$ cat src/rtl/spi_pkg.sv
// Shared constants and types for the SPI device register block and shift engine.
package spi_pkg;

    localparam int unsigned AddrW   = 12;
    localparam int unsigned ByteW   = 8;
    localparam int unsigned BitCntW = 3;
    localparam int unsigned DataW   = 32;

    localparam logic [AddrW-1:0] RxDataOffset = 12'h0;
    localparam logic [AddrW-1:0] StatusOffset = 12'h4;
    localparam logic [AddrW-1:0] TxRegOffset  = 12'h8;

    localparam int unsigned StatusEmptyBit  = 0;
    localparam int unsigned StatusFullBit   = 1;
    localparam int unsigned StatusOvfBit    = 2;
    localparam int unsigned StatusActiveBit = 3;

    // Byte shifted out when software has not queued a TX byte.
    localparam logic [ByteW-1:0] TxIdleByte = 8'hFF;

    typedef enum logic {
        StIdle  = 1'b0,
        StShift = 1'b1
    } spi_state_e;

endpackage

$ cat src/rtl/prim_fifo_sync.sv
// Synchronous FIFO; a write is accepted when full if a read happens in the same cycle.
module prim_fifo_sync #(
    parameter int unsigned Width = 8,
    parameter bit          Pass  = 1'b0,
    parameter int unsigned Depth = 16
) (
    input  logic             clk_i,
    input  logic             rst_ni,
    input  logic             wvalid_i,
    output logic             wready_o,
    input  logic [Width-1:0] wdata_i,
    output logic             rvalid_o,
    input  logic             rready_i,
    output logic [Width-1:0] rdata_o,
    output logic             full_o
);

    localparam int unsigned PtrW = (Depth > 1) ? $clog2(Depth) : 1;
    localparam int unsigned CntW = $clog2(Depth + 1);

    logic [Width-1:0] mem_q [Depth];
    logic [PtrW-1:0]  wptr_q, rptr_q;
    logic [CntW-1:0]  cnt_q;
    logic             empty, pass, push, pop, store, take;

    function automatic logic [PtrW-1:0] ptr_inc(input logic [PtrW-1:0] p);
        return (p == PtrW'(Depth - 1)) ? '0 : p + PtrW'(1);
    endfunction

    assign empty    = (cnt_q == '0);
    assign full_o   = (cnt_q == CntW'(Depth));
    assign pass     = Pass && empty && wvalid_i;
    assign rvalid_o = !empty || pass;
    assign rdata_o  = empty ? wdata_i : mem_q[rptr_q];
    assign wready_o = !full_o || rready_i;
    assign push     = wvalid_i && wready_o;
    assign pop      = rvalid_o && rready_i;
    assign store    = push && !(pass && pop);
    assign take     = pop && !empty;

    // Pointer and occupancy tracking.
    always_ff @(posedge clk_i or negedge rst_ni) begin
        if (!rst_ni) begin
            wptr_q <= '0;
            rptr_q <= '0;
            cnt_q  <= '0;
        end else begin
            if (store) wptr_q <= ptr_inc(wptr_q);
            if (take)  rptr_q <= ptr_inc(rptr_q);
            if (store && !take)      cnt_q <= cnt_q + CntW'(1);
            else if (!store && take) cnt_q <= cnt_q - CntW'(1);
        end
    end

    // Storage array, no reset needed.
    always_ff @(posedge clk_i) begin
        if (store) mem_q[wptr_q] <= wdata_i;
    end

endmodule

$ cat src/rtl/spi_device.sv
// SPI device: oversampled SPI slave with RX FIFO, TX holding register and a small register bus.
module spi_device
    import spi_pkg::*;
#(
    parameter bit          CPOL    = 1'b0,
    parameter bit          CPHA    = 1'b0,
    parameter int unsigned RxDepth = 16
) (
    input  logic             clk_i,
    input  logic             rst_ni,
    input  logic             device_req_i,
    input  logic [DataW-1:0] device_addr_i,
    input  logic             device_we_i,
    input  logic [3:0]       device_be_i,
    input  logic [DataW-1:0] device_wdata_i,
    output logic             device_rvalid_o,
    output logic [DataW-1:0] device_rdata_o,
    input  logic             spi_sck_i,
    input  logic             spi_csn_i,
    input  logic             spi_mosi_i,
    output logic             spi_miso_o
);

    logic [1:0]       sck_sync_q, csn_sync_q, mosi_sync_q;
    logic             sck_prev_q, csn_prev_q;
    logic             sck_s, csn_s, mosi_s;
    logic             lead_edge, trail_edge, sample_edge, shift_edge, csn_fall, csn_rise;
    spi_state_e       state_q, state_d;
    logic [BitCntW-1:0] bit_cnt_q, bit_cnt_d;
    logic [ByteW-1:0] rx_shift_q, rx_shift_d, tx_shift_q, tx_shift_d;
    logic [ByteW-1:0] tx_reg_q;
    logic             tx_valid_q, rx_ovf_q, miso_q;
    logic             rx_push, tx_load;
    logic [AddrW-1:0] addr;
    logic             bus_rd, bus_wr, rx_pop, tx_wr, ovf_clr;
    logic             fifo_wready, fifo_rvalid, fifo_full;
    logic [ByteW-1:0] fifo_rdata;
    logic             rvalid_q;
    logic [DataW-1:0] rdata_q, rdata_d;
    logic             unused_bits;

    // csn sync flops reset low so a csn held low across reset never looks like a new falling edge.
    always_ff @(posedge clk_i or negedge rst_ni) begin
        if (!rst_ni) begin
            sck_sync_q  <= {2{CPOL}};
            sck_prev_q  <= CPOL;
            csn_sync_q  <= 2'b00;
            csn_prev_q  <= 1'b0;
            mosi_sync_q <= 2'b00;
        end else begin
            sck_sync_q  <= {sck_sync_q[0], spi_sck_i};
            sck_prev_q  <= sck_sync_q[1];
            csn_sync_q  <= {csn_sync_q[0], spi_csn_i};
            csn_prev_q  <= csn_sync_q[1];
            mosi_sync_q <= {mosi_sync_q[0], spi_mosi_i};
        end
    end

    assign sck_s       = sck_sync_q[1];
    assign csn_s       = csn_sync_q[1];
    assign mosi_s      = mosi_sync_q[1];
    assign lead_edge   = (sck_prev_q == CPOL) && (sck_s != CPOL);
    assign trail_edge  = (sck_prev_q != CPOL) && (sck_s == CPOL);
    assign sample_edge = CPHA ? trail_edge : lead_edge;
    assign shift_edge  = CPHA ? lead_edge : trail_edge;
    assign csn_fall    = csn_prev_q && !csn_s;
    assign csn_rise    = !csn_prev_q && csn_s;

    assign addr    = device_addr_i[AddrW-1:0];
    assign bus_rd  = device_req_i && !device_we_i;
    assign bus_wr  = device_req_i && device_we_i;
    assign rx_pop  = bus_rd && (addr == RxDataOffset) && fifo_rvalid;
    assign tx_wr   = bus_wr && (addr == TxRegOffset);
    assign ovf_clr = bus_wr && (addr == StatusOffset) && device_wdata_i[StatusOvfBit];

    // Next-state and shift datapath; the shift edge is skipped at bit 0 so a freshly loaded MSB stays on MISO.
    always_comb begin
        state_d    = state_q;
        bit_cnt_d  = bit_cnt_q;
        rx_shift_d = rx_shift_q;
        tx_shift_d = tx_shift_q;
        rx_push    = 1'b0;
        tx_load    = 1'b0;
        case (state_q)
            StIdle: begin
                if (csn_fall) begin
                    state_d   = StShift;
                    bit_cnt_d = '0;
                    tx_load   = 1'b1;
                end
            end
            StShift: begin
                if (csn_rise) begin
                    state_d = StIdle;
                end else if (sample_edge) begin
                    rx_shift_d = {rx_shift_q[ByteW-2:0], mosi_s};
                    bit_cnt_d  = bit_cnt_q + BitCntW'(1);
                    if (bit_cnt_q == BitCntW'(ByteW - 1)) begin
                        rx_push = 1'b1;
                        tx_load = 1'b1;
                    end
                end else if (shift_edge && (bit_cnt_q != '0)) begin
                    tx_shift_d = {tx_shift_q[ByteW-2:0], 1'b1};
                end
            end
            default: state_d = StIdle;
        endcase
        if (tx_load) begin
            tx_shift_d = tx_wr ? device_wdata_i[ByteW-1:0] : (tx_valid_q ? tx_reg_q : TxIdleByte);
        end
    end

    // FSM, shifters, TX holding register, overflow flag and MISO.
    always_ff @(posedge clk_i or negedge rst_ni) begin
        if (!rst_ni) begin
            state_q    <= StIdle;
            bit_cnt_q  <= '0;
            rx_shift_q <= 8'hFF;
            tx_shift_q <= 8'hFF;
            tx_reg_q   <= '0;
            tx_valid_q <= 1'b0;
            rx_ovf_q   <= 1'b0;
            miso_q     <= 1'b1;
        end else begin
            state_q    <= state_d;
            bit_cnt_q  <= bit_cnt_d;
            rx_shift_q <= rx_shift_d;
            tx_shift_q <= tx_shift_d;
            if (tx_wr) tx_reg_q <= device_wdata_i[ByteW-1:0];
            if (tx_load)    tx_valid_q <= 1'b0;
            else if (tx_wr) tx_valid_q <= 1'b1;
            if (rx_push && !fifo_wready) rx_ovf_q <= 1'b1;
            else if (ovf_clr)            rx_ovf_q <= 1'b0;
            miso_q <= (state_d == StShift) ? tx_shift_d[ByteW-1] : 1'b1;
        end
    end

    prim_fifo_sync #(
        .Width(ByteW),
        .Pass (1'b0),
        .Depth(RxDepth)
    ) u_rx_fifo (
        .clk_i   (clk_i),
        .rst_ni  (rst_ni),
        .wvalid_i(rx_push),
        .wready_o(fifo_wready),
        .wdata_i (rx_shift_d),
        .rvalid_o(fifo_rvalid),
        .rready_i(rx_pop),
        .rdata_o (fifo_rdata),
        .full_o  (fifo_full)
    );

    // Read data mux; writes and unmapped addresses return zero.
    always_comb begin
        rdata_d = '0;
        if (bus_rd) begin
            case (addr)
                RxDataOffset: rdata_d = fifo_rvalid ? DataW'(fifo_rdata) : '0;
                StatusOffset: begin
                    rdata_d[StatusEmptyBit]  = !fifo_rvalid;
                    rdata_d[StatusFullBit]   = fifo_full;
                    rdata_d[StatusOvfBit]    = rx_ovf_q;
                    rdata_d[StatusActiveBit] = (state_q == StShift);
                end
                default: rdata_d = '0;
            endcase
        end
    end

    // Single-cycle bus response.
    always_ff @(posedge clk_i or negedge rst_ni) begin
        if (!rst_ni) begin
            rvalid_q <= 1'b0;
            rdata_q  <= '0;
        end else begin
            rvalid_q <= device_req_i;
            rdata_q  <= rdata_d;
        end
    end

    assign device_rvalid_o = rvalid_q;
    assign device_rdata_o  = rdata_q;
    assign spi_miso_o      = miso_q;
    assign unused_bits     = ^{device_be_i, device_addr_i[DataW-1:AddrW], device_wdata_i[DataW-1:ByteW]};

endmodule
$ cat config.mk
export PLATFORM = sky130hd
export DESIGN_NAME = spi_device
export DESIGN_NICKNAME = d
export VERILOG_FILES = /design/src/rtl/spi_pkg.sv /design/src/rtl/prim_fifo_sync.sv /design/src/rtl/spi_device.sv
export SDC_FILE = /design/constraint.sdc
export NUM_CORES = 1
export LEC_CHECK = 0
export ABC_AREA = 0
export CAP_MARGIN = 15
export CORE_ASPECT_RATIO = 1.4
export CORE_MARGIN = 3
export CORE_UTILIZATION = 49
export CTS_CLUSTER_DIAMETER = 30
export DETAILED_ROUTE_END_ITERATION = 10
export GPL_TIMING_DRIVEN = 0
export PLACE_DENSITY_LB_ADDON = 0.05
export SKIP_LAST_GASP = 1
export SLEW_MARGIN = 20
export SYNTH_ARGS = -nofsm -noshare
export SYNTH_HDL_FRONTEND = slang
export SYNTH_SLANG_ARGS = --single-unit
$ cat constraint.sdc
create_clock -name clk_i -period 3.1 [get_ports clk_i]
set_clock_uncertainty 0.15 [all_clocks]
set_input_delay 0.62 -clock clk_i [delete_from_list [all_inputs] [get_ports clk_i]]
set_output_delay 0.62 -clock clk_i [all_outputs]
set_load 0.01 [all_outputs]
==> qor.csv <==
stage,metric,value,unit
status,status,finished clean,
layout,fin nets,672,
layout,area grow syn2layout,18.7,%
routing,DR WL/cell,20.2,µm
routing,met2 wire len,8340,µm
power_and_ir_drop,Flop pwr share,53.6,%
cts,clk buf depth,2,
layout,"commonest cells after routing, fill and taps aside","edfxtp_1 (128), dfrtp_1 (44), nand2_1 (41)",
floorplanning,area of the core,0.0157,mm²
cts,Clock Pin Slew Worst Setup and Hold Paths,0.06,ns
worst_setup_path,Critical Path End Type,flip-flop,
synth,syn avg cell area,16.1,µm²
power_and_ir_drop,total power density per cell area,574,mW/mm²
cts,CTS tree,yes,
sta,max_slew headroom,54.1,%
power_and_ir_drop,Lkg Pwr,3.63,nW
sta,setup violators final,0,
power_and_ir_drop,Total Power,0.00544,W
global_routing,vias in the first global route,4545,
cts,CTS buffer count,17,
floorplanning,Core Rows,54,
sta,Final Max Tran Viols,0,
sta,f_max,0.339,GHz
sta,PnR worst setup slack,0.149,ns
global_routing,GRT overflow,0,
synth,Post-synth EDFFs,128,
layout,layout cells sized above 1,23.5,%
floorplanning,Initial Util,50.7,%
cts,H-tree levels,4,
worst_setup_path,CP max FO,9,
cts,CTS Root Buffer Type,clkbuf_16,
power_and_ir_drop,internal power,0.00426,W
routing,Routed WL,16000,µm
cts,Clock Sinks,189,
sta,slew at the pin closest to its max-slew limit,0.685,ns
synth,register area share after synthesis,67.6,%
global_routing,total track usage,18.7,%
layout,ant diodes,0,
min_path,Hold WC Path Type,reg2reg,
layout,"commonest non-fill, non-tap cell in the layout",edfxtp_1,
global_routing,largest net degree at the start of global routing,52,
floorplanning,I/O pin cnt,109,
synth,"FFs w/ async S/R, synth",32.3,%
sta,setup TNS,0,ns
placed_design,number of I/O port buffers,36,
power_and_ir_drop,Combinational Power Share,6.0,%
worst_setup_path,worst path required time,3.26,ns
run,max_cap viols,0,
synth,share of the synthesized area in the top cell type,48.2,%
synth,mapped cell area,0.00798,mm²
sta,Final Hold Vio Count,0,
floorplanning,die span in y,157,µm
routing,routed metal-1 wirelength,6290,µm
synth,most area-consuming cells after synthesis,"edfxtp_1 (48%), dfrtp_1 (14%), mux4_2 (6.2%)",
routing,DRT iter0 DRCs,196,
synth,synth warn,0,
routing,met3 WL,938,µm
global_routing,first-pass GRT wire length,25000,µm
routing,TritonRoute pass-1 iters,4,
power_and_ir_drop,clock share of power,40.4,%
global_routing,initial antenna violation count,0,
routing,DRC,0,
synth,Post-synth top flop,edfxtp_1,
cts,Worst-Skew Late Latency,0.42,ns
layout,cell area after layout,0.00947,mm²
sta,Final Critical Period,2.95,ns
worst_setup_path,crit path kind,reg2reg,
routing,vias per cell,5.59,
routing,vias post-DR,4432,
floorplanning,die area,0.0179,mm²
synth,Synth area leader,edfxtp_1,
placed_design,DP Worst Slack,-0.915,ns
placed_design,area post-placement,0.00870,mm²
power_and_ir_drop,Max VDD drop,0.438,mV
worst_setup_path,CP Launch Type,flip-flop,
placed_design,DP HPWL,11100,µm
routing,ANT nets after route,0,
floorplanning,Die W,114,µm
power_and_ir_drop,Psw,0.00118,W
placed_design,Final GP Congestion,0.837,
sta,fin crit share,95.2,%
synth,"FF+latch count, synth",189,
synth,synth unique cells,54,
worst_setup_path,arrival time at the worst endpoint,3.11,ns
synth,post-synthesis instance total,496,
routing,Max Used Layer,met4,
power_and_ir_drop,sw frac,21.7,%
per-stage QoR:
stage / std cells / hold WS (ns) / utilization (%)
final: 793 / 0.200 / 60.1
after floorplan: 519 / 0.174 / -
after global placement: 751 / 0.184 / 55.1
after detailed placement: 752 / 0.185 / 55.3
after CTS: 791 / 0.201 / 59.7
after global routing: 793 / 0.205 / 60.1
logic make-up (layout without fill, tap and decap cells):
family,Yosys count,after routing,share of synthesized area [%]
AOI/OAI and AO/OA,66,66,6.04
xor gates and xnor gates,7,7,0.769
and+or+nand+nor,107,107,7.06
DFF,189,189,67.6
adders and majority gates,14,14,2.26
other,1,24,0.0470
buffers and inverters,60,138,4.50
muxes,52,52,11.7
layer usage:
layer | up-vias | GRT usage (%)
li1 | 2037 | -
met1 | 2223 | 22.9
met2 | 142 | 32.0
met3 | 30 | 4.69
met4 | 0 | 7.19
met5 | - | 0
worst max-delay path, stage by stage (launching register included):
cell	delay, ns
dfrtp_1	0.43
or4_1	0.60
nor2_2	0.20
nor2_4	0.05
inv_2	0.18
ha_4	0.19
inv_4	0.05
fa_2	0.36
a21o_1	0.17
a21oi_2	0.13
xnor2_1	0.12
nor2_1	0.07
xnor2_1	0.14
state kept, by name, indices dropped and copies added (netlist names), 2 cells and up:
signal            flops
csn_sync_q            2
sck_sync_q            2
rx_shift_q            8
mosi_sync_q           2
u_rx_fifo.mem_q     128
bit_cnt_q             3
u_rx_fifo.rptr_q      4
tx_reg_q              8
u_rx_fifo.wptr_q      4
u_rx_fifo.cnt_q       5
tx_shift_q            8
device_rdata_o        8
area by class of cell:
type	instances	area (µm²)
plain buffers	43	302
clock buffers	19	433
clock inverters	13	163
fillers	1222	6280
inverters	17	66.3
multi-input cells	270	2400
flip-flops and latches	189	5390
well taps	196	245
repair buffers	46	465
timing repair:
action / 4_1_cts / 5_1_grt
hold buffers: 1 / 0
gates resized for setup: 10 / 11
endpoints found under the hold margin: 10 / 0
setup buffers: 6 / 2
pin swaps: 5 / 7
endpoints found under the setup margin: 103 / 2
gates cloned: 0 / 0
Yosys cell counts, types with 7 or more instances:
cell type    n
o21ai_0     11
buf_4       24
edfxtp_1   128
mux2i_1     13
ha_1        12
mux4_2      22
nand2_1     41
mux4_1       8
and2_1       9
dfstp_2     17
nor2_1      10
buf_2       10
a221oi_1    10
inv_1       15
and3_1       8
a21o_1       7
dfrtp_1     44
a21oi_1     10
mux2_2       9
path summary, 6_finish.rpt:
check / start / to / slack (ns) / depth (start not counted)
worst max-delay path: u_rx_fifo.cnt_q[0]$_DFFE_PN0P_ / u_rx_fifo.cnt_q[4]$_DFFE_PN0P_ / 0.15 / 12
worst min-delay path: mosi_sync_q[0]$_DFF_PN0_ / mosi_sync_q[1]$_DFF_PN0_ / 0.20 / 0
worst max register to register: u_rx_fifo.cnt_q[0]$_DFFE_PN0P_ / u_rx_fifo.cnt_q[4]$_DFFE_PN0P_ / 0.15 / 12
worst min register to register: mosi_sync_q[0]$_DFF_PN0_ / mosi_sync_q[1]$_DFF_PN0_ / 0.20 / 0
max in group asynchronous: rst_ni / rx_shift_q[1]$_DFF_PN1_ / 1.81 / 3
min in group asynchronous: rst_ni / sck_sync_q[0]$_DFF_PN0_ / 0.44 / 2
power groups by stage:
stage / sequential (W) / combinational (W) / clock, W
global placement: 0.00296 / 0.000303 / 0
CTS: 0.00291 / 0.000330 / 0.00225
floorplan: 0.00295 / 0.000175 / 0
finish: 0.00291 / 0.000329 / 0.00220
global route: 0.00292 / 0.000367 / 0.00235
detailed placement: 0.00296 / 0.000321 / 0
No activity file was read; power rests on OpenSTA's default activity.
